===== src/rtl/fir_mac_scheduler.sv =====
// rtl/fir_mac_scheduler.sv - sequencer for the shared single-multiplier FIR MAC datapath
// Walks NTaps sample/coef address pairs per sample and arbitrates coefficient RAM writes.
module fir_mac_scheduler #(
   parameter int NTaps     = 9,
   parameter int AddrWidth = $clog2(NTaps)
) (
   input  logic                 clk,
   input  logic                 reset,
   input  logic                 sampleValid,
   output logic                 busy,
   output logic                 overrun,
   output logic                 sampleWe,
   output logic [AddrWidth-1:0] sampleWrAddr,
   output logic [AddrWidth-1:0] sampleRdAddr,
   output logic [AddrWidth-1:0] coefAddr,
   output logic                 coefWe,
   input  logic                 coefWrReq,
   input  logic [AddrWidth-1:0] coefWrAddr,
   output logic                 coefWrAck,
   output logic                 macClear,
   output logic                 macEn,
   output logic                 resultValid
);

   typedef enum logic [2:0] {IDLE, WRITE, MAC, DRAIN, DONE} state_t;

   localparam logic [AddrWidth:0]   NTAPS_W = (AddrWidth+1)'(NTaps);
   localparam logic [AddrWidth-1:0] NTAPS_A = AddrWidth'(NTaps);
   localparam logic [AddrWidth-1:0] LAST_K  = AddrWidth'(NTaps - 1);

   state_t               state;
   logic [AddrWidth-1:0] head;
   logic [AddrWidth-1:0] k;
   logic                 coef_grant;

   always_ff @(posedge clk or posedge reset) begin
      if (reset) begin
         state    <= IDLE;
         head     <= '0;
         k        <= '0;
         macEn    <= 1'b0;
         macClear <= 1'b0;
         overrun  <= 1'b0;
      end else begin
         // Delayed by one cycle so the strobes line up with the RAM read data.
         macEn    <= (state == MAC);
         macClear <= (state == MAC) && (k == '0);
         overrun  <= sampleValid && (state != IDLE);
         case (state)
            IDLE: begin
               if (sampleValid) state <= WRITE;
            end
            WRITE: begin
               k     <= '0;
               state <= MAC;
            end
            MAC: begin
               if (k == LAST_K) begin
                  k     <= '0;
                  state <= DRAIN;
               end else begin
                  k <= k + 1'b1;
               end
            end
            DRAIN: state <= DONE;
            DONE: begin
               head  <= (head == LAST_K) ? '0 : head + 1'b1;
               state <= IDLE;
            end
            default: state <= IDLE;
         endcase
      end
   end

   // A pending sample always wins over the SPI loader in IDLE.
   assign coef_grant = !reset && (state == IDLE) && !sampleValid && coefWrReq;

   assign busy         = (state != IDLE);
   assign resultValid  = (state == DONE);
   assign sampleWe     = (state == WRITE);
   assign sampleWrAddr = (state == WRITE) ? head : '0;
   assign coefWrAck    = coef_grant;
   assign coefWe       = coef_grant && ({1'b0, coefWrAddr} < NTAPS_W);

   // head - k modulo NTaps; the wrapped subtraction is corrected by adding NTaps.
   assign sampleRdAddr = (state != MAC) ? '0 :
                         (head >= k)    ? head - k : head - k + NTAPS_A;

   assign coefAddr = (state == MAC) ? k :
                     coef_grant     ? coefWrAddr : '0;

endmodule


===== config.mk =====
export PLATFORM = sky130hd
export DESIGN_NAME = fir_mac_scheduler
export DESIGN_NICKNAME = d
export VERILOG_FILES = /design/src/rtl/fir_mac_scheduler.sv
export SDC_FILE = /design/constraint.sdc
export NUM_CORES = 1
export LEC_CHECK = 0
export CAP_MARGIN = 25
export CORE_UTILIZATION = 47
export DETAILED_ROUTE_END_ITERATION = 7
export PLACE_DENSITY_LB_ADDON = 0.05
export REMOVE_ABC_BUFFERS = 1
export SYNTH_ARGS = -nofsm -noshare
export SYNTH_HDL_FRONTEND = slang
export SYNTH_SLANG_ARGS = --single-unit

===== constraint.sdc =====
create_clock -name clk -period 2.85 [get_ports clk]
set_input_delay 0.285 -clock clk [delete_from_list [all_inputs] [get_ports clk]]
set_output_delay 0.285 -clock clk [all_outputs]
set_load 0.01 [all_outputs]

==> metrics, run 1 <==
DR DRC count=0; top cell type's share of synthesized area=0.352; Synth warnings=0; RSZ-0062 raised after global routing=false; layout cells sized above 1=0.117; Core Area=between 1500 and 2000 um^2; Root Buffer=clkbuf_4; Starting Density=0.503; largest area contributor in the netlist=dfrtp_1; sequential power share=0.221; slowest cell on the critical path=fa_1; Final Max Tran Viols=0; Cell Area, Synth=996 um^2; Post-Route M1 WL=1.01 mm; row count=16; slew margin rel.=0.612; initial antenna violation count=0; Worst path max stage delay=~490 ps; pwr dens=~1100 nW/um^2; Setup Total Neg Slack=0 ps; io pins=28; final WL=2.27 mm; final-report setup violation count=0; DRT Pass-1 Iters=4; register area share after synthesis=0.352; largest net degree at the start of global routing=15; top area cells in the synthesized netlist=dfrtp_1, ha_1, o21ai_0; DP Cell Count=166; skew final=1.72 ps; FF+latch count, synth=14; Fin. Hold Viols=0; Clock Latency Late Sink=290 ps; Gate power share=0.679; Clk pwr share=0.100; number of DRC markers in iteration 0=9; WP data required=between 2000 and 3000 ps; Peak Freq=367 MHz; critical path class=register to output port; Post-synth EDFFs=0; post-route insts no fill=172; CP arrival=2440 ps; hold slack final=425 ps; worst-case reg-to-reg path depth=5; GP Congestion=0.827; Antenna diodes=0; distinct cell type count of the synthesized netlist=34; final critical-path share of the clock period=0.956; GRT overflow=0; Final Critical Period=2720 ps; Sw Pwr=0.000614 W; nets=about 160; Leakage=0.655 nW; Port Buf Inserts=27; status=finished clean; Worst IR Drop VDD=between 700 and 800 uV; Die H=48.0 um; MaxCap Viol Count=0; vias in the first global route=about 800; Worst-path clk slew=90 ps; Routed Antenna Nets=0; WL met3=102 um; CTS tree=done; wire length per cell=13.2 um; wire length of the first global-routing pass=3.39 mm; DP HPWL=1.67 mm; leading register cell type out of synthesis=dfrtp_1; die footprint=2310 um^2; vias per std cell=about 5.4; Sw Ratio=0.416; TritonCTS Sinks=14; Post-Syn Area per Cell=9.05 um^2; DR top layer=met4; Mapped Cells=110; die width=48.0 um; met2 wire len=1.10 mm; TritonCTS Buffers=3; Via Count=936; crit end category=output port; Tot GR Track Use=0.217; internal power=0.000860 W; P&R area growth vs syn=38.4%; hold buffer count at CTS=0; Max H-tree Level=1; Clock Tree Buf Depth=2; worst min path class=input port to async pin; Synth async-reset ratio=1.00; Worst Setup Start Kind=register; Worst Path Max Fanout=3; total power=0.00147 W; critical path, cell by cell=inv_1 -> ha_1 -> fa_1 -> or2_2 -> o221ai_2 -> xor3_1 -> nor2_1 -> clkdlybuf4s15_1; worst-margin pin slew=around 580 ps
synthesized netlist by cell type (2+ instances only):
library cell   n
o21ai_0       16
dfrtp_1       14
nand2_1       14
inv_1         11
ha_1           9
nor2_1         6
and2_1         5
a21oi_1        3
nand3_1        3
nor3b_1        2
o211ai_1       2
o31ai_1        2
xnor2_1        2
power groups by stage:
| stage | clock (W) | sequential (W) | combinational (W) |
|---|---|---|---|
| final | 0.000148 | 0.000326 | 0.00100 |
| after global routing | 0.000157 | 0.000339 | 0.00111 |
| after CTS | 0.000146 | 0.000328 | 0.000971 |
| after detailed placement | 0 | 0.000336 | 0.000967 |
| after global placement | 0 | 0.000329 | 0.000941 |
| after floorplan | 0 | 0.000334 | 0.000601 |
path summary, 6_finish.rpt:
check	start	end	slack (ps)
worst max-delay path	head[0]	sampleRdAddr[3]	130
worst min-delay path	reset	macClear	430
worst max register to register	state[1]	k[2]	1230
worst min register to register	state[2]	state[0]	530
max in group asynchronous	reset	head[0]	2060
min in group clk	state[2]	state[0]	530
final cells by class:
cell class	instances	area [um^2]
Multi-Input combinational cell	84	606
Timing Repair Buffer	32	312
Fill cell	152	603
Inverter	11	41.3
Tap cell	27	33.8
Sequential cell	14	350
Clock buffer	4	36.3
flip-flops by register name, summed over array words and instances (netlist names):
name,cells
head,4
k,4
state,3
macClear,1
macEn,1
overrun,1
stage by stage:
| step | utilization | instance area, um^2 | worst slack [ps] |
|---|---|---|---|
| after global routing | 0.696 | 1380 | 1.69 |
| after detailed placement | 0.665 | 1320 | 50.6 |
| after CTS | 0.686 | 1360 | 31.9 |
| after floorplan | - | 991 | 577 |
| final | 0.696 | 1380 | 126 |
| after global placement | 0.665 | 1320 | 85.3 |
logic make-up (layout without fill, tap and decap cells):
group / Yosys count / after routing / share of synthesized area
AO/OA/AOI/OAI: 28 / 28 / 0.165
XOR/XNOR: 4 / 4 / 0.0503
adder cells (fa/ha/maj): 10 / 10 / 0.133
buffers and inverters: 12 / 47 / 0.0465
flip-flops: 14 / 14 / 0.352
AND/OR/NAND/NOR: 42 / 42 / 0.254
routing by layer:
| metal | vias to the layer above | GRT usage |
|---|---|---|
| li1 | 449 | - |
| met1 | 439 | 0.277 |
| met2 | 39 | 0.365 |
| met3 | 9 | 0.0226 |
| met4 | 0 | 0.100 |
| met5 | - | 0 |
what timing repair did:
action                                  CTS  global route
pin swaps                                 0             1
setup buffers                             1             1
endpoints found under the setup margin    4             3
cloned                                    0             0
gates resized for setup                   3             5
layout by cell type, fill, tap and decap left out, types with 3 or more instances in the layout:
cell type        netlist  layout
clkbuf_4               0       3
and2_1                 5       5
nor2_1                 6       6
buf_4                  0       5
dfrtp_1               14      14
nand2_1               14      14
o21ai_0               16      15
a21oi_1                3       3
ha_1                   9       9
clkdlybuf4s50_1        0      23
nand3_1                3       3
inv_1                 11      11
critical path, delay by kind of cell (launching register included):
| family | cells | cell delay [ps] |
|---|---|---|
| fa+ha+maj | 2 | 710 |
| simple gates | 2 | 410 |
| flops | 1 | 350 |
| buf+inv | 2 | 300 |
| xor+xnor | 1 | 230 |
| compound gates | 1 | 150 |
Power figures use the tool's default switching activity.
==> inputs of run 2 (changes only) <==
CORE_UTILIZATION = 50   (was 47)
clock period = 3.27 ns   (was 2.85 ns; I/O delays follow)
==> metrics, run 2 (synthesized netlist as in run 1, its figures left out) <==
Max H-tree Level=1 (unchanged); Worst IR Drop VDD=769 uV (-3.6%); pwr dens=946 nW/um^2 (-12%); CP bufs+invs=2 (unchanged); Peak Freq=317 MHz; worst-margin pin slew=643 ps (+62.4 ps); Antenna diodes=0 (unchanged); Setup Total Neg Slack=0 ps (unchanged); Tot GR Track Use=0.238 (+0.0210); sequential power share=0.233 (+0.012); final-report setup violation count=0 (unchanged); Root Buffer=clkbuf_4; final WL=2.26 mm (-0.53%); Worst-path clk slew=90 ps (about the same); slowest cell on the critical path=clkdlybuf4s50_1; crit end category=output port; biggest regs=head: 4 flops, k: 4 flops, state: 3 flops; CTS tree=done; WP data required=2940 ps (+370 ps); layout cells sized above 1=0.106 (-0.0116); status=finished clean; TritonCTS Buffers=3 (unchanged); Final Max Tran Viols=0 (unchanged); GRT overflow=0 (unchanged); critical path class=register to output port; RSZ-0062 raised after global routing=false; P&R area growth vs syn=35.6%; nets=161 (-1.8%); Gate power share=0.663 (-0.016); die footprint=2170 um^2 (-5.8%); worst-case reg-to-reg path depth=5 (unchanged); Final Critical Period=3160 ps; Sw Pwr=0.000542 W (-12%); row count=15 (-1); vias in the first global route=767 (-4.6%); Core Area=1800 um^2 (-9.1%); final critical-path share of the clock period=0.965; hold buffer count at CTS=0 (unchanged); Via Count=903 (-3.5%); die width=46.6 um (-2.9%); CP arrival=2830 ps (+390 ps); critical path, cell by cell=inv_2 -> ha_1 -> fa_1 -> or2_2 -> o221ai_2 -> xor3_1 -> nor2_1 -> clkdlybuf4s50_1; wire length of the first global-routing pass=3.45 mm (+1.9%); DRT Pass-1 Iters=4 (unchanged); slew margin rel.=0.570 (-0.0417); Fin. Hold Viols=0 (unchanged); initial antenna violation count=0 (unchanged); Worst path max stage delay=540 ps (+50 ps); skew final=3.62 ps (+1.90 ps); io pins=28 (unchanged); Port Buf Inserts=27 (unchanged); wire length per cell=13.5 um (+2.4%); Worst Setup Start Kind=register; DP HPWL=1.61 mm (-3.4%); TritonCTS Sinks=14 (unchanged); internal power=0.000735 W (-15%); Die H=46.6 um (-2.9%); r2r endpoint=k[3]; total power=0.00128 W (-13%); vias per std cell=5.41 (-0.64%); MaxCap Viol Count=0 (unchanged); number of DRC markers in iteration 0=22 (+13); Routed Antenna Nets=0 (unchanged); delay-heaviest family, CP=adder cells; commonest non-fill, non-tap cell in the layout=clkdlybuf4s50_1; commonest cells after routing, fill and taps aside=clkdlybuf4s50_1, o21ai_0, nand2_1, dfrtp_1, inv_1; Starting Density=0.553 (+0.0503); Worst Path Max Fanout=5 (+2); Leakage=0.601 nW (-8.2%); Clock Latency Late Sink=300 ps (about the same); largest net degree at the start of global routing=15 (unchanged); Clk pwr share=0.104 (+0.004); GP Congestion=0.873 (+5.6%); reg-to-reg startpoint=state[1]; DR DRC count=0 (unchanged); R2R Setup Slk=1630 ps (+400 ps); worst min path class=input port to async pin; Sw Ratio=0.425 (+0.00828); Clock Tree Buf Depth=2 (unchanged)
-- run 2: power by group through the flow --
stage	clock [W]	sequential [W]	combinational, W
after global routing	0.000139	0.000305	0.000939
after CTS	0.000131	0.000293	0.000822
after floorplan	0	0.000291	0.000524
final	0.000133	0.000297	0.000847
after global placement	0	0.000293	0.000778
after detailed placement	0	0.000299	0.000800
-- run 2: worst max-delay path by stage --
stage                      endpoint  slack (ps)  depth (start not counted)     from
CTS                 sampleRdAddr[3]          30                          8  head[0]
global placement    sampleRdAddr[3]         430                          8  head[0]
floorplan           sampleRdAddr[3]         950                          7  head[0]
detailed placement  sampleRdAddr[3]         340                          8  head[0]
global route        sampleRdAddr[3]          10                          8  head[0]
finish              sampleRdAddr[3]         110                          8  head[0]
-- run 2: area by class of cell --
type | count | area (um^2)
multi-input cells | 84 | 606
well taps | 25 | 31.3
inverters | 11 | 41.3
fillers | 146 | 452
clock buffers | 4 | 36.3
repair buffers | 29 | 285
flip-flops and latches | 14 | 350
-- run 2: stage by stage --
step,hold slack (ps),cell area (um^2),worst slack [ps],cells,utilization
2_1_floorplan,216,991,955,109,-
3_3_place_gp,511,1290,429,161,0.717
3_5_place_dp,531,1290,341,161,0.717
4_1_cts,488,1340,31.2,166,0.742
5_1_grt,524,1350,12.2,167,0.749
6_report,459,1350,115,167,0.749
-- run 2: worst reg2reg max path: stages, from the launching register on --
cell and delay (ps):
dfrtp_1 480, or3b_4 500, inv_1 170, nor2_1 90
o21ai_0 190, o31ai_1 90
-- run 2: metal layers --
layer,up-vias,global-route usage,wire [um]
met2,38,0.372,1050
met1,412,0.301,1020
met5,-,0,0
met4,0,0.120,51
met3,7,0.0588,131
li1,446,-,-
-- run 2: what timing repair did --
action	4_1_cts	5_1_grt
endpoints found under the setup margin	1	2
pin swaps	0	0
buffers inserted	1	1
gates resized for setup	0	3
==> inputs of run 3 (changes only) <==
ABC_CLOCK_PERIOD_IN_PS = 3270   (was default)
==> results of run 3 <==
Same layout as run 2: the final DEF is identical, and so are final timing and power.
